===== src/rtl/cluster_power_sequencer.sv =====
// Power sequencer for the external compute clusters: one shared FSM walks a
// single cluster at a time through clock / reset / isolation phases, with
// round-robin arbitration of pending requests and a sticky iso-ack timeout flag.
module cluster_power_sequencer #(
   parameter int unsigned NumClusters      = 5,
   parameter int unsigned ClkSettleCycles  = 4,
   parameter int unsigned RstHoldCycles    = 8,
   parameter int unsigned IsoTimeoutCycles = 1024
) (
   input  logic                   clk_i,
   input  logic                   rst_ni,
   input  logic [NumClusters-1:0] en_req_i,
   input  logic [NumClusters-1:0] iso_ack_i,
   input  logic [NumClusters-1:0] err_clr_i,
   output logic [NumClusters-1:0] cluster_clk_en_o,
   output logic [NumClusters-1:0] cluster_rst_no,
   output logic [NumClusters-1:0] cluster_iso_o,
   output logic [NumClusters-1:0] status_on_o,
   output logic [NumClusters-1:0] err_timeout_o,
   output logic                   busy_o
);

   localparam int unsigned MaxPhase  = (ClkSettleCycles > RstHoldCycles) ? ClkSettleCycles : RstHoldCycles;
   localparam int unsigned MaxCycles = (MaxPhase > IsoTimeoutCycles) ? MaxPhase : IsoTimeoutCycles;
   localparam int unsigned CntWidth  = $clog2(MaxCycles) + 1;
   localparam int unsigned IdxW      = (NumClusters > 1) ? $clog2(NumClusters) : 1;

   localparam logic [CntWidth-1:0] ClkLoad = CntWidth'(ClkSettleCycles - 1);
   localparam logic [CntWidth-1:0] RstLoad = CntWidth'(RstHoldCycles - 1);
   localparam logic [CntWidth-1:0] IsoLoad = CntWidth'(IsoTimeoutCycles - 1);
   localparam logic [IdxW-1:0]     LastIdx = IdxW'(NumClusters - 1);

   typedef enum logic [2:0] {
      Idle,
      PuClk,
      PuRst,
      PuIso,
      PdIso,
      PdRst,
      PdClk
   } stateT;

   stateT                  stateQ, stateD;
   logic [CntWidth-1:0]    cntQ, cntD;
   logic [IdxW-1:0]        grantQ, grantD;
   logic [IdxW-1:0]        ptrQ, ptrD;
   logic [NumClusters-1:0] clkEnQ, clkEnD;
   logic [NumClusters-1:0] rstNQ, rstND;
   logic [NumClusters-1:0] isoQ, isoD;
   logic [NumClusters-1:0] statusQ, statusD;
   logic [NumClusters-1:0] errQ, errD;
   logic                   busyQ, busyD;

   logic [NumClusters-1:0] pending;
   logic                   found;
   logic [IdxW-1:0]        pick;

   assign pending = (en_req_i ^ statusQ) & ~errQ;

   // Round-robin pick: first pending index at or after the pointer, wrapping.
   always_comb begin
      int unsigned pos;
      logic [IdxW-1:0] posIdx;
      found  = 1'b0;
      pick   = '0;
      pos    = 0;
      posIdx = '0;
      for (int unsigned k = 0; k < NumClusters; k++) begin
         pos = 32'(ptrQ) + k;
         if (pos >= NumClusters) begin
            pos = pos - NumClusters;
         end
         posIdx = IdxW'(pos);
         if (!found && pending[posIdx]) begin
            found = 1'b1;
            pick  = posIdx;
         end
      end
   end

   // Next-state and next-output logic; outputs change on the same edge as the
   // state they belong to, so every output is a plain register.
   always_comb begin
      stateD  = stateQ;
      cntD    = cntQ;
      grantD  = grantQ;
      ptrD    = ptrQ;
      clkEnD  = clkEnQ;
      rstND   = rstNQ;
      isoD    = isoQ;
      statusD = statusQ;
      errD    = errQ & ~err_clr_i;

      unique case (stateQ)
         Idle: begin
            if (found) begin
               grantD = pick;
               ptrD   = (pick == LastIdx) ? '0 : pick + 1'b1;
               if (en_req_i[pick]) begin
                  stateD       = PuClk;
                  cntD         = ClkLoad;
                  clkEnD[pick] = 1'b1;
               end else begin
                  stateD     = PdIso;
                  cntD       = IsoLoad;
                  isoD[pick] = 1'b1;
               end
            end
         end
         PuClk: begin
            if (cntQ == '0) begin
               stateD        = PuRst;
               cntD          = RstLoad;
               rstND[grantQ] = 1'b1;
            end else begin
               cntD = cntQ - 1'b1;
            end
         end
         PuRst: begin
            if (cntQ == '0) begin
               stateD       = PuIso;
               cntD         = '0;
               isoD[grantQ] = 1'b0;
            end else begin
               cntD = cntQ - 1'b1;
            end
         end
         PuIso: begin
            stateD          = Idle;
            statusD[grantQ] = 1'b1;
         end
         PdIso: begin
            if (iso_ack_i[grantQ]) begin
               stateD        = PdRst;
               cntD          = RstLoad;
               rstND[grantQ] = 1'b0;
            end else if (cntQ == '0) begin
               // Timeout: cluster stays clocked, out of reset and isolated;
               // the set overrides a simultaneous clear.
               stateD       = Idle;
               errD[grantQ] = 1'b1;
            end else begin
               cntD = cntQ - 1'b1;
            end
         end
         PdRst: begin
            if (cntQ == '0) begin
               stateD         = PdClk;
               cntD           = ClkLoad;
               clkEnD[grantQ] = 1'b0;
            end else begin
               cntD = cntQ - 1'b1;
            end
         end
         PdClk: begin
            if (cntQ == '0) begin
               stateD          = Idle;
               statusD[grantQ] = 1'b0;
            end else begin
               cntD = cntQ - 1'b1;
            end
         end
         default: begin
            stateD = Idle;
         end
      endcase

      busyD = (stateD != Idle);
   end

   // State and output registers with synchronous active-low reset.
   always_ff @(posedge clk_i) begin
      if (!rst_ni) begin
         stateQ  <= Idle;
         cntQ    <= '0;
         grantQ  <= '0;
         ptrQ    <= '0;
         clkEnQ  <= '0;
         rstNQ   <= '0;
         isoQ    <= '1;
         statusQ <= '0;
         errQ    <= '0;
         busyQ   <= 1'b0;
      end else begin
         stateQ  <= stateD;
         cntQ    <= cntD;
         grantQ  <= grantD;
         ptrQ    <= ptrD;
         clkEnQ  <= clkEnD;
         rstNQ   <= rstND;
         isoQ    <= isoD;
         statusQ <= statusD;
         errQ    <= errD;
         busyQ   <= busyD;
      end
   end

   assign cluster_clk_en_o = clkEnQ;
   assign cluster_rst_no   = rstNQ;
   assign cluster_iso_o    = isoQ;
   assign status_on_o      = statusQ;
   assign err_timeout_o    = errQ;
   assign busy_o           = busyQ;

endmodule


===== config.mk =====
export PLATFORM = sky130hd
export DESIGN_NAME = cluster_power_sequencer
export DESIGN_NICKNAME = d
export VERILOG_FILES = /design/src/rtl/cluster_power_sequencer.sv
export SDC_FILE = /design/constraint.sdc
export NUM_CORES = 1
export LEC_CHECK = 0
export CORE_UTILIZATION = 50
export CTS_BUF_LIST = sky130_fd_sc_hd__clkbuf_8
export DETAILED_ROUTE_END_ITERATION = 8
export GPL_ROUTABILITY_DRIVEN = 0
export GPL_TIMING_DRIVEN = 1
export PLACE_DENSITY_LB_ADDON = 0.25
export SLEW_MARGIN = 25
export SYNTH_ARGS = -nofsm -noshare
export SYNTH_HDL_FRONTEND = slang
export SYNTH_SLANG_ARGS = --single-unit

===== constraint.sdc =====
create_clock -name clk_i -period 4.1 [get_ports clk_i]
set_input_delay 0.615 -clock clk_i [delete_from_list [all_inputs] [get_ports clk_i]]
set_output_delay 0.615 -clock clk_i [all_outputs]
set_load 0.005 [all_outputs]

# After elaboration in Yosys (flattened, before gate mapping)
# Index checks and enable logic that the tools add are counted.
totals:
  out_inout_bits: 26
  input_bits: 17
  n_memories: 0
  word_cells: 155
  latch_bits: 0
  ram_bits: 0
  reg_bits: 46
  rom_bits: 0
op_classes:
  n_div: 0
  muxes: 66
  n_eq_ne: 15
  multipliers: 0
  bitwise_logic: 15
  shifts: 0
  order_cmp: 14
  addsub: 11
  n_reduce_logical: 24
op_table:
  columns: ["cell", "n"]
  rows:
  - ["11-bit 2-to-1 mux", 6]
  - ["11-bit case mux with 6 select lines", 1]
  - ["5-bit 2-to-1 mux", 12]
  - ["3-bit 2-to-1 mux", 18]
  - ["5-bit case mux with 2 select lines", 4]
  - ["5-bit bitwise AND", 6]
  - ["3-bit by 4-bit less-than comparator with 1-bit output, second input constant", 7]
  - ["5-bit OR", 5]
  - ["1-bit binary-select mux with 3-bit select", 7]
  - ["3-bit case mux with 6 select lines", 1]
  - ["4-bit by 3-bit >= comparator with 1-bit output, second input constant", 4]
  - ["2-bit inequality test, second input constant", 8]
  - ["5-bit inverter", 3]
  - ["3-bit subtractor, second input constant", 5]
  - ["1-bit 2-to-1 mux", 14]
  - ["3-bit equality test, second input constant", 4]
  - ["11-bit zero test", 1]
  - ["11-bit by 1-bit subtractor with 11-bit output, second input constant", 1]
  - ["10-bit 2-to-1 mux", 1]
  - ["3-bit by 2-bit adder with 4-bit output, second input constant", 2]
  - ["4-bit AND reduction", 2]
  - ["2-bit nonzero test", 4]
  - ["1-bit demux with 3-bit select", 2]
  - ["3-bit by 2-bit equality test with 1-bit output, second input constant", 2]
  - ["14 further kinds", 25]

# Longest topological paths before layout
logic_depth:
  depth_word: 25
  depth_mapped: 17
  depth_no_buf: 16

# Worst setup path after synthesis
# No wires, ideal clock.
synth_path:
  kind: "register to register"
  from: "reg ptrQ[0]"
  to: "reg clkEnQ[1] (netlist: cluster_clk_en_o[1])"
  setup_slack_ps: 154
  setup_time_ps: 122
  synth_period_minus_slack_ps: 3946
  required_ps: 3978
  arrival_ps: 3824
  n_path_buf: 1
  path_stages_with_launch: 17
  path_cell_list: "dfxtp_1 -> buf_6 -> inv_2 -> ha_1 -> inv_1 -> fa_1 -> a21oi_1 -> mux2i_1 -> mux2_2 -> o2bb2ai_1 -> nor4_2 -> and4b_1 -> o22a_2 -> or3_4 -> o211ai_4 -> or2_1 -> a311o_1"
synth_between:
  elab_chain_cells: 25
  elab_cells_between_ends: 61
  classes_between: "add/sub (9); order compare (7); eq/ne (2); mux (32); bitwise (1); reduce/logical (10)"
synth_rtl:
  columns: ["element", "line_no", "rtl"]
  rows:
  - ["start: declaration", "46", "logic [IdxW-1:0] ptrQ, ptrD;"]
  - ["start signal: assignment", "188", "ptrQ <= ptrD;"]
  - ["branches (longest 16 deep; another with 3-bit by 1-bit adder with 4-bit output)", null, null]
  - ["3-bit 2-to-1 mux *", "74", "if (!found && pending[posIdx]) begin"]
  - ["named net pick[1]", "56", "logic [IdxW-1:0] pick;"]
  - ["3-bit by 4-bit less-than comparator with 1-bit output (not written as such) / 3-bit by 1-bit >= comparator with 1-bit output (equally long branches)", "102", "clkEnD[pick] = 1'b1;"]
  - ["1-bit logical AND (not written as such)", "102", null]
  - ["1-bit 2-to-1 mux (not written as such)", "102", null]
  - ["1-bit demux with 3-bit select", "102", null]
  - ["5-bit OR (no line)", null, null]
  - ["5-bit 2-to-1 mux", "99", "if (en_req_i[pick]) begin"]
  - ["5-bit 2-to-1 mux", "96", "if (found) begin"]
  - ["5-bit case mux with 2 select lines", "94", "unique case (stateQ)"]
  - ["end signal: assignment", "189", "clkEnQ <= clkEnD;"]
  - ["end: declaration", "47", "logic [NumClusters-1:0] clkEnQ, clkEnD;"]
# Mark *: on every way through the listed nets, which the timed path passes. The select of a mux whose other input is x is not followed.
# A chain may end at the register's enable or synchronous reset.

# Worst setup path in the final report
layout_path:
  from: "reg ptrQ[2]"
  to: "reg clkEnQ[1] (netlist: cluster_clk_en_o[1])"
layout_between:
  elab_chain_cells: 25
  elab_cells_between_ends: 61
  classes_between: "add/sub (9); order compare (7); eq/ne (2); mux (32); bitwise (1); reduce/logical (10)"
layout_rtl:
  columns: ["element"]
  rows:
  - ["branches (longest 25 deep; another with 3-bit by 1-bit adder with 4-bit output)"]
# Parallel ways; which one is timed is not known. The select of a mux whose other input is x is not followed.

==> flow_metrics.tcl <==
set metrics [dict create \
    synth-main-ff-cell "dfxtp_1" \
    cp.arrival_ns 4.15 \
    dp_hpwl_mm 7.68 \
    cts-root-buf "clkbuf_8" \
    holdBufCountCts 0 \
    antenna_found_initial 0 \
    die_h_um 85.0 \
    die_w_um 85.0 \
    cts_tree "done" \
    floorplan.core_area_um2 6490 \
    ir_worst_vdd_uv 410 \
    yosys.area.top_type "dfxtp_1" \
    synth_top_area_share_pct 26.7 \
    skew_ns 0.00662 \
    crit_path_max_fanout 8 \
    drc 0 \
    path_class "register to register" \
    setup_viol 0 \
    ios 43 \
    clkLatencyLatePin_ns 0.30 \
    fillCellCount 544 \
    portBuffers 42 \
    syn_avg_cell_area_um2 7.59 \
    synthArstFlopShare_pct 0 \
    diodes 0 \
    grt_overflow 0 \
    dieArea_um2 7230 \
    drive_gt1_share_pct 10.8 \
    tightest_slew_ns 0.781 \
    clk_pin_slew_ns 0.08 \
    grt_pass1_wl_mm 16.5 \
    max_cap_viol_count 0 \
    antenna_left 0 \
    pre_cts_ws_ns -0.0140 \
    yosysSeqAreaShare_pct 26.7 \
    cts_buffers 5 \
    ys_top_cells_by_area "dfxtp_1 27%, a21oi_1 6.5%, nor2_1 6.0%" \
    ys_seq_elements 46 \
    setup_ws_ns 0.134 \
    num_rows 29 \
    hold_path_class "register to register" \
    slew_violations 0 \
    yosys_warnings 0 \
    critPathRequiredTime_ns 4.28 \
    nNetsFinal 533 \
    fin_crit_sh_pct 96.7 \
    areaGrowthSynthToFinish_pct 20.4 \
    fmax_mhz 252 \
    drt_wl_total_mm 10.3 \
    p_per_area_nw_per_um2 837 \
    htreeDepth 2 \
    ys_types 71 \
    initial_core_util_pct 53.1 \
    cp-end-kind "register" \
    p_leak_nw 1.59 \
    slew_headroom_pct 47.8 \
    synth_area_um2 3450 \
    min_period_ns 3.97 \
    via_per_inst 6.35 \
    cts_max_path_buffers 2 \
    netlist_instances 454 \
    drt_first_iter_violations 272 \
    grt_pass1_vias 3291 \
    setup_tns_ns 0 \
    status "complete, no violations" \
    wl_per_cell_um 17.7 \
    grt_usage_pct 28.4 \
    first_pass_iters 5 \
    synthesis.nets 486 \
    route.vias.total 3674 \
    clkSinkCount 46 \
    grt_max_degree 18 \
    p_total_mw 3.47 \
    worst_setup_path_start_kind "register" \
    synth-edff-count 0 \
    finalHoldViolations 0 \
]
## power breakdown
| part | switching (mW) | total [mW] | internal, mW |
|---|---|---|---|
| sequential | 0.123 | 0.673 | 0.550 |
| clock | 0.151 | 0.328 | 0.178 |
| combinational | 1.49 | 2.47 | 0.987 |
| total | 1.76 | 3.47 | 1.71 |
## metal layers
metal / GRT usage (%) / routed length (um)
met4: 5.70 / 83
met5: 0 / 0
met2: 42.9 / 4460
met3: 4.67 / 866
met1: 42.5 / 4840
## kinds of logic (layout without fill, tap and decap cells)
kind of cell	count (synthesis)	in the layout	synth area share, %
simple gates	174	174	25.7
compound gates	157	157	31.3
flops	46	46	26.7
buf+inv	43	91	5.12
fa+ha+maj	15	15	5.66
mux	10	10	2.98
xor+xnor	9	9	2.51
## repair_timing
| action | in CTS | in global routing |
|---|---|---|
| gates resized for setup | 0 | 9 |
| setup endpoints to repair | 0 | 22 |
| setup buffers | 0 | 3 |
## cell type report
type	count	area [um2]	area share (%)
Tap cell	77	96.3	2.32
Multi-Input combinational cell	365	2380	57.4
Inverter	23	86.3	2.08
Clock inverter	3	37.5	0.904
Timing Repair Buffer	60	556	13.4
Clock buffer	5	68.8	1.66
Sequential cell	46	922	22.2
## cell usage in the layout (no fill, tap or decap), types with 7 or more instances in the layout
master,count
nor2_1,55
dfxtp_1,45
a21oi_1,44
clkdlybuf4s50_1,42
nand2_1,32
o21ai_0,31
inv_1,23
nor3_1,19
buf_4,18
nand3_1,15
ha_1,13
o211ai_1,10
nand2b_1,10
xnor2_1,8
mux2i_1,7
## critical path, cell delays in order (launching register included)
cell and delay [ns]:
dfxtp_1 0.45, inv_1 0.11, ha_1 0.42, or3b_1 0.44, a2111oi_0 0.45, nor3_1 0.16
o211ai_1 0.15, a31oi_1 0.20, a221oi_4 0.33, buf_4 0.21, nand3_1 0.18, o211ai_4 0.37
nor4_1 0.10, a311o_1 0.29
## synthesized netlist by cell type (3+ instances only)
cell type and n:
and2_1 3, a2111oi_0 4, o21ai_0 31, xnor2_1 8
nor2b_1 5, clkbuf_1 18, ha_1 14, mux2i_1 8
inv_1 21, dfxtp_1 46, nor4_2 3, o211ai_1 10
o21ai_1 4, nand3b_1 4, a311oi_1 6, nor4_1 3
nand2b_1 10, o21a_1 5, nand2_1 32, nor2_1 55
o31ai_1 3, and3_1 5, a31oi_1 6, a31o_2 3
or3_1 6, nor3_1 19, a21oi_1 45, nand3_1 15
o22ai_1 5
## path summary, 6_finish.rpt
path / endpoint / start / slack, ns / depth (start not counted)
worst max-delay path: cluster_clk_en_o[1] / ptrQ[2] / 0.13 / 13
worst min-delay path: cntQ[10] / cntQ[10] / 0.46 / 1
worst max register to register: cluster_clk_en_o[1] / ptrQ[2] / 0.13 / 13
worst min register to register: cntQ[10] / cntQ[10] / 0.46 / 1
## stage by stage
stage | hold WS, ns | utilization (%) | instances | area (um2)
6_report | 0.465 | 63.9 | 579 | 4150
5_1_grt | 0.486 | 63.9 | 579 | 4150
4_1_cts | 0.465 | 63.0 | 576 | 4090
3_5_place_dp | 0.454 | 61.4 | 568 | 3990
3_3_place_gp | 0.451 | 61.4 | 568 | 3990
2_1_floorplan | 0.423 | - | 454 | 3450
Note: power is estimated with default switching activity, not from simulation.
